## src/rtl/cpu_fetch_pkg.sv

```systemverilog
// Shared fetch-stage definitions.
// Holds the fetch FSM state encoding and the default address/instruction
// widths, reset PC and sequential PC increment. The condUnit and the decode
// stage import the same width constants so the buses line up.
package cpu_fetch_pkg;

  localparam int unsigned FETCH_ADDR_W   = 32;
  localparam int unsigned FETCH_INSTR_W  = 32;
  localparam int unsigned FETCH_RESET_PC = 0;
  localparam int unsigned FETCH_PC_STEP  = 4;

  typedef enum logic [1:0] {
    S_START = 2'd0,  // first cycle after reset release
    S_REQ   = 2'd1,  // request outstanding at imemAddr
    S_BUF   = 2'd2,  // returned word parked in the skid buffer
    S_DROP  = 2'd3   // redirect taken, waiting to discard the old return
  } fetch_state_t;

endpackage

```

## src/rtl/fetch_skid_buf.sv

```systemverilog
// One-entry skid buffer holding {instr, pc, valid}.
// Ports:
//   clk, rst          clock, asynchronous active-low reset
//   load              capture in_instr/in_pc and mark valid
//   unload            entry consumed, mark empty
//   clear             squash entry (redirect), wins over load and unload
//   in_instr, in_pc   word and address to capture
//   instr, pc, valid  stored entry
module fetch_skid_buf #(
  parameter int unsigned ADDR_W  = 32,
  parameter int unsigned INSTR_W = 32
) (
  input  logic               clk,
  input  logic               rst,
  input  logic               load,
  input  logic               unload,
  input  logic               clear,
  input  logic [INSTR_W-1:0] in_instr,
  input  logic [ADDR_W-1:0]  in_pc,
  output logic [INSTR_W-1:0] instr,
  output logic [ADDR_W-1:0]  pc,
  output logic               valid
);

  always_ff @(posedge clk or negedge rst) begin
    if (!rst) begin
      valid <= 1'b0;
      instr <= '0;
      pc    <= '0;
    end else if (clear) begin
      valid <= 1'b0;
    end else if (load) begin
      valid <= 1'b1;
      instr <= in_instr;
      pc    <= in_pc;
    end else if (unload) begin
      valid <= 1'b0;
    end
  end

endmodule

```

## src/rtl/fetch_unit.sv

```systemverilog
// Instruction-fetch stage: PC, single outstanding instruction-memory request,
// IF/ID pipeline register, redirect on taken branch, one-entry skid buffer.
// Ports:
//   clk, rst              clock, asynchronous active-low reset
//   stall                 hold IF/ID and PC
//   jmpR, jmpTarget       taken branch and its target (low 2 bits ignored)
//   imemReq, imemAddr     registered request, address stable until imemRdy
//   imemRdy, imemData     return handshake and fetched word
//   ifidValid/Instr/Pc    IF/ID register
//   dbg_state             current FSM state
// Handshake: a request is outstanding while imemReq=1; it completes in the
// cycle imemRdy=1, and imemAddr never changes while a request is outstanding.
module fetch_unit
  import cpu_fetch_pkg::*;
#(
  parameter int unsigned ADDR_W   = FETCH_ADDR_W,
  parameter int unsigned INSTR_W  = FETCH_INSTR_W,
  parameter int unsigned RESET_PC = FETCH_RESET_PC,
  parameter int unsigned PC_STEP  = FETCH_PC_STEP
) (
  input  logic               clk,
  input  logic               rst,
  input  logic               stall,
  input  logic               jmpR,
  input  logic [ADDR_W-1:0]  jmpTarget,
  output logic               imemReq,
  output logic [ADDR_W-1:0]  imemAddr,
  input  logic               imemRdy,
  input  logic [INSTR_W-1:0] imemData,
  output logic               ifidValid,
  output logic [INSTR_W-1:0] ifidInstr,
  output logic [ADDR_W-1:0]  ifidPc,
  output fetch_state_t       dbg_state
);

  fetch_state_t        state, state_n;
  logic [ADDR_W-1:0]   pc, pc_n, pc_inc, target;
  logic                req_n;
  logic [ADDR_W-1:0]   addr_n;
  logic                ifid_load_mem, ifid_load_skid, ifid_clear;
  logic                skid_load, skid_unload, skid_clear;
  logic [INSTR_W-1:0]  skid_instr;
  logic [ADDR_W-1:0]   skid_pc;
  logic                skid_valid;
  logic                unused_target_bits;

  assign pc_inc             = pc + ADDR_W'(PC_STEP);  // wraps naturally
  assign target             = {jmpTarget[ADDR_W-1:2], 2'b00};
  assign unused_target_bits = ^jmpTarget[1:0];
  assign dbg_state          = state;

  // In S_REQ pc equals imemAddr; in S_DROP pc already holds the redirect
  // target while imemAddr still points at the request being discarded.
  always_comb begin
    state_n        = state;
    pc_n           = pc;
    req_n          = imemReq;
    addr_n         = imemAddr;
    ifid_load_mem  = 1'b0;
    ifid_load_skid = 1'b0;
    ifid_clear     = 1'b0;
    skid_load      = 1'b0;
    skid_unload    = 1'b0;
    skid_clear     = 1'b0;
    case (state)
      S_START: begin
        state_n = S_REQ;
        req_n   = 1'b1;
        addr_n  = pc;
      end
      S_REQ: begin
        if (jmpR) begin
          pc_n       = target;
          ifid_clear = 1'b1;
          skid_clear = 1'b1;
          if (imemRdy) addr_n = target;  // return dropped, reissue at target
          else         state_n = S_DROP; // old request must finish first
        end else if (imemRdy) begin
          pc_n = pc_inc;
          if (!stall) begin
            ifid_load_mem = 1'b1;
            addr_n        = pc_inc;
          end else begin
            skid_load = 1'b1;
            req_n     = 1'b0;
            state_n   = S_BUF;
          end
        end else if (!stall) begin
          ifid_clear = 1'b1;
        end
      end
      S_BUF: begin
        if (jmpR) begin
          pc_n       = target;
          ifid_clear = 1'b1;
          skid_clear = 1'b1;
          state_n    = S_REQ;
          req_n      = 1'b1;
          addr_n     = target;
        end else if (!stall) begin
          ifid_load_skid = 1'b1;
          skid_unload    = 1'b1;
          state_n        = S_REQ;
          req_n          = 1'b1;
          addr_n         = pc;
        end
      end
      S_DROP: begin
        if (jmpR) pc_n = target;
        if (imemRdy) begin
          state_n = S_REQ;
          addr_n  = jmpR ? target : pc;
        end
      end
      default: state_n = S_START;
    endcase
  end

  always_ff @(posedge clk or negedge rst) begin
    if (!rst) begin
      state    <= S_START;
      pc       <= ADDR_W'(RESET_PC);
      imemReq  <= 1'b0;
      imemAddr <= ADDR_W'(RESET_PC);
    end else begin
      state    <= state_n;
      pc       <= pc_n;
      imemReq  <= req_n;
      imemAddr <= addr_n;
    end
  end

  always_ff @(posedge clk or negedge rst) begin
    if (!rst) begin
      ifidValid <= 1'b0;
      ifidInstr <= '0;
      ifidPc    <= '0;
    end else if (ifid_clear) begin
      ifidValid <= 1'b0;
    end else if (ifid_load_mem) begin
      ifidValid <= 1'b1;
      ifidInstr <= imemData;
      ifidPc    <= imemAddr;
    end else if (ifid_load_skid) begin
      ifidValid <= skid_valid;
      ifidInstr <= skid_instr;
      ifidPc    <= skid_pc;
    end
  end

  fetch_skid_buf #(
    .ADDR_W  (ADDR_W),
    .INSTR_W (INSTR_W)
  ) u_skid (
    .clk      (clk),
    .rst      (rst),
    .load     (skid_load),
    .unload   (skid_unload),
    .clear    (skid_clear),
    .in_instr (imemData),
    .in_pc    (imemAddr),
    .instr    (skid_instr),
    .pc       (skid_pc),
    .valid    (skid_valid)
  );

endmodule

```

## config.mk

```make
export PLATFORM = sky130hd
export DESIGN_NAME = fetch_unit
export DESIGN_NICKNAME = d
export VERILOG_FILES = /design/src/rtl/cpu_fetch_pkg.sv /design/src/rtl/fetch_skid_buf.sv /design/src/rtl/fetch_unit.sv
export SDC_FILE = /design/constraint.sdc
export NUM_CORES = 1
export LEC_CHECK = 0
export ABC_CLOCK_PERIOD_IN_PS = 3300
export BUFFER_PORTS_ARGS = -buffer_cell sky130_fd_sc_hd__buf_2
export CORE_AREA = 5 5 143 145
export CTS_BUF_LIST = sky130_fd_sc_hd__clkbuf_8
export CTS_CLUSTER_DIAMETER = 30
export DETAILED_ROUTE_END_ITERATION = 10
export DIE_AREA = 0 0 148 150
export PLACE_DENSITY_LB_ADDON = 0.1
export SYNTH_ARGS = -nofsm -noshare
export SYNTH_HDL_FRONTEND = slang
export SYNTH_SLANG_ARGS = --single-unit
export TNS_END_PERCENT = 30
```

## constraint.sdc

```tcl
create_clock -name clk -period 3.3 [get_ports clk]
set_input_delay 0.99 -clock clk [delete_from_list [all_inputs] [get_ports clk]]
set_output_delay 0.99 -clock clk [all_outputs]
set_load 0.03 [all_outputs]
```

==> run metrics <==
global-route wire length before repair=46.7 mm; post-CTS sizing=0; CTS buffer count=17; Root Buffer=clkbuf_8; synth top area cells=dfrtp_1, mux2i_1, mux2_2, a21oi_1, nor2_1; RR Endpoint=imemAddr[20]; Via-to-Cell Ratio=6.18; PwrDens=1030 nW/um^2; Yosys top cell by area=dfrtp_1; IO Port Bufs=166; period utilization=0.845; post-DR wirelength/cell=19.9 um; worst slew pin tran=0.965 ns; DPL Wire Length=20.8 mm; Slew Limit Headroom=0.357; Yosys warning total=0; syn nets=1135; R2R setup slack=0.51 ns; Hold Crit Start=u_skid.pc[17]; Post-synth EDFFs=0; Die X=148 um; total number of vias=8990; crit-path max cell delay=0.79 ns; largest net degree at the start of global routing=77; CP endpoint kind=flop; share of the synthesized area in the top cell type=0.472; post-synthesis sequential area ratio=0.472; Initial Util=0.548; fmax=0.359 GHz; crit path time final=2.79 ns; Final WS setup=0.513 ns; Core Area=19100 um^2; n_diodes=0; most frequent cells in the layout=dfrtp_1, buf_2, nor2_1, a21oi_1, mux2i_1; row cnt=51; #FFs+latches synth=197; Total Wirelength=29.0 mm; Worst Hold Path EP=u_skid.pc[17]; DRT iter0 DRCs=907; Data required, critical path=3.69 ns; post-route ant nets=0; max-slew violation count=0; Max-Cap Viols=0; crit start category=flop; vias in the first global route=8437; hold-fix buffers at CTS=0; mapped cell area=10500 um^2; share of layout cells above drive strength 1=0.282; mean post-synth cell area=9.85 um^2; crit path kind=reg -> reg; setup TNS=0 ns; RSZ-0062 raised after global routing=no; clock skew=0.0204 ns; Hold Path Depth=1; die area=22200 um^2; Total GRT Usage=0.263; number of setup buffers added after CTS=0; initial antenna violation count=0; most common cell after layout, fill and taps aside=dfrtp_1; GRT overflow=0; CTS tree=built; outcome=complete, no violations; clk_lat worst skew=0.47 ns; critical path's slowest cell=or2_0; leakage=5.12 nW; Critical Path Most Common Cell=o21ai_0; GP Congestion=0.923; H-tree Lvls=4; Die Ht=150 um; FF-to-FF path depth=8; Final setup viols=0; crit path DAT=3.17 ns; Most used DFF post-synth=dfrtp_1; ys async rst share=1.00; Worst VDD drop=442 uV; Max Fanout on Critical Path=15; I/O pins=169; crit path buf inv count=2; # DRC=0; Unique masters post-synth=79; worst-case clock buffer depth=2; critical path's top delay family=simple AND/OR/NAND/NOR gates; clock sink count=197; Area Growth Syn to Fin=15.4%; Final #Nets=1278; crit path cell chain=inv_1, ha_1, or2_0, buf_4, nand2_1, o21ai_0, o21ai_0, a31oi_1; Cells after Synth=1061; Clk pin slew, worst setup/hold paths=0.11 ns; dpl ws=0.380 ns; Final Hold Fails=0; First-pass DRT Iterations=7; R2R Path Start=dbg_state[0]; worst hold path class=reg -> reg; # fillers=1581
[cells by family after synthesis]
group,Yosys count,synth area share
and+or+nand+nor,311,0.145
AOI/OAI and AO/OA,289,0.176
DFF,197,0.472
muxes,146,0.148
buffers and inverters,106,0.0479
xor gates and xnor gates,7,0.00587
adders and majority gates,5,0.00599
[layout make-up]
| cell class | count | area, um^2 | area share |
|---|---|---|---|
| clock buffers | 17 | 234 | 0.0194 |
| clock inverters | 15 | 164 | 0.0136 |
| inverters | 10 | 37.5 | 0.00311 |
| multi-input cells | 758 | 5070 | 0.420 |
| flip-flops and latches | 197 | 4930 | 0.409 |
| well taps | 238 | 298 | 0.0247 |
| repair buffers | 220 | 1330 | 0.110 |
[flip-flops by register name, indices dropped and copies added (netlist names), 2 cells and up]
signal / flops
ifidInstr: 32
ifidPc: 32
imemAddr: 32
pc: 32
u_skid.instr: 32
u_skid.pc: 32
dbg_state: 2
[synth_stat cells, types with 4 or more instances]
cell type,instances
a21oi_1,110
a22oi_1,8
a31oi_1,8
nand2b_1,7
nand3_1,26
and4_1,5
or2_2,4
clkbuf_1,64
o22ai_1,18
o21ai_0,52
a22o_1,5
nor4_1,17
a221oi_1,6
xnor2_1,5
nor2_1,124
nor2b_1,8
a21o_1,4
buf_4,6
mux2i_1,79
o221ai_1,7
nand2_1,48
ha_1,5
o21a_1,4
or3_1,10
o31ai_1,11
buf_6,5
buf_1,7
and3_1,11
a311o_1,4
nand4_1,20
buf_2,8
inv_1,9
nor3_1,16
mux2_2,67
dfrtp_1,197
a211oi_1,10
o41ai_1,5
[how the worst max path moves through the flow]
stage               slack, ns             to  depth (start not counted)         start
finish                   0.51   imemAddr[20]                          8  dbg_state[0]
global route             0.36   imemAddr[20]                          8  dbg_state[0]
CTS                      0.59   imemAddr[20]                          8  dbg_state[0]
detailed placement       0.38  ifidInstr[27]                          7          jmpR
global placement         0.42  ifidInstr[27]                          7          jmpR
floorplan                0.67     ifidPc[16]                          7       imemRdy
[through the flow]
| step | cells | area [um^2] | util | total power [W] | hold WS [ns] |
|---|---|---|---|---|---|
| 4_1_cts | 1455 | 12100 | 0.632 | 0.0124 | 0.514 |
| 6_report | 1455 | 12100 | 0.632 | 0.0124 | 0.513 |
| 3_5_place_dp | 1423 | 11700 | 0.611 | 0.0109 | 0.492 |
| 2_1_floorplan | 1061 | 10500 | - | 0.00886 | 0.479 |
| 5_1_grt | 1455 | 12100 | 0.632 | 0.0132 | 0.523 |
| 3_3_place_gp | 1423 | 11700 | 0.611 | 0.0107 | 0.485 |
[per-layer routing]
metal | track usage | vias to the layer above | part of all wire
met3 | 0.0442 | 47 | 0.075
li1 | - | 4221 | -
met1 | 0.398 | 4308 | 0.46
met2 | 0.397 | 414 | 0.44
met4 | 0.0656 | 0 | 0.020
met5 | 0 | - | 0
[power by group]
group | leakage (nW) | switching, W | internal [W] | total (W)
registers | 2.33 | 0.00107 | 0.00358 | 0.00465
clock network | 0.197 | 0.000973 | 0.000570 | 0.00154
logic | 2.59 | 0.00397 | 0.00226 | 0.00623
(Power assumes the default switching activity.)
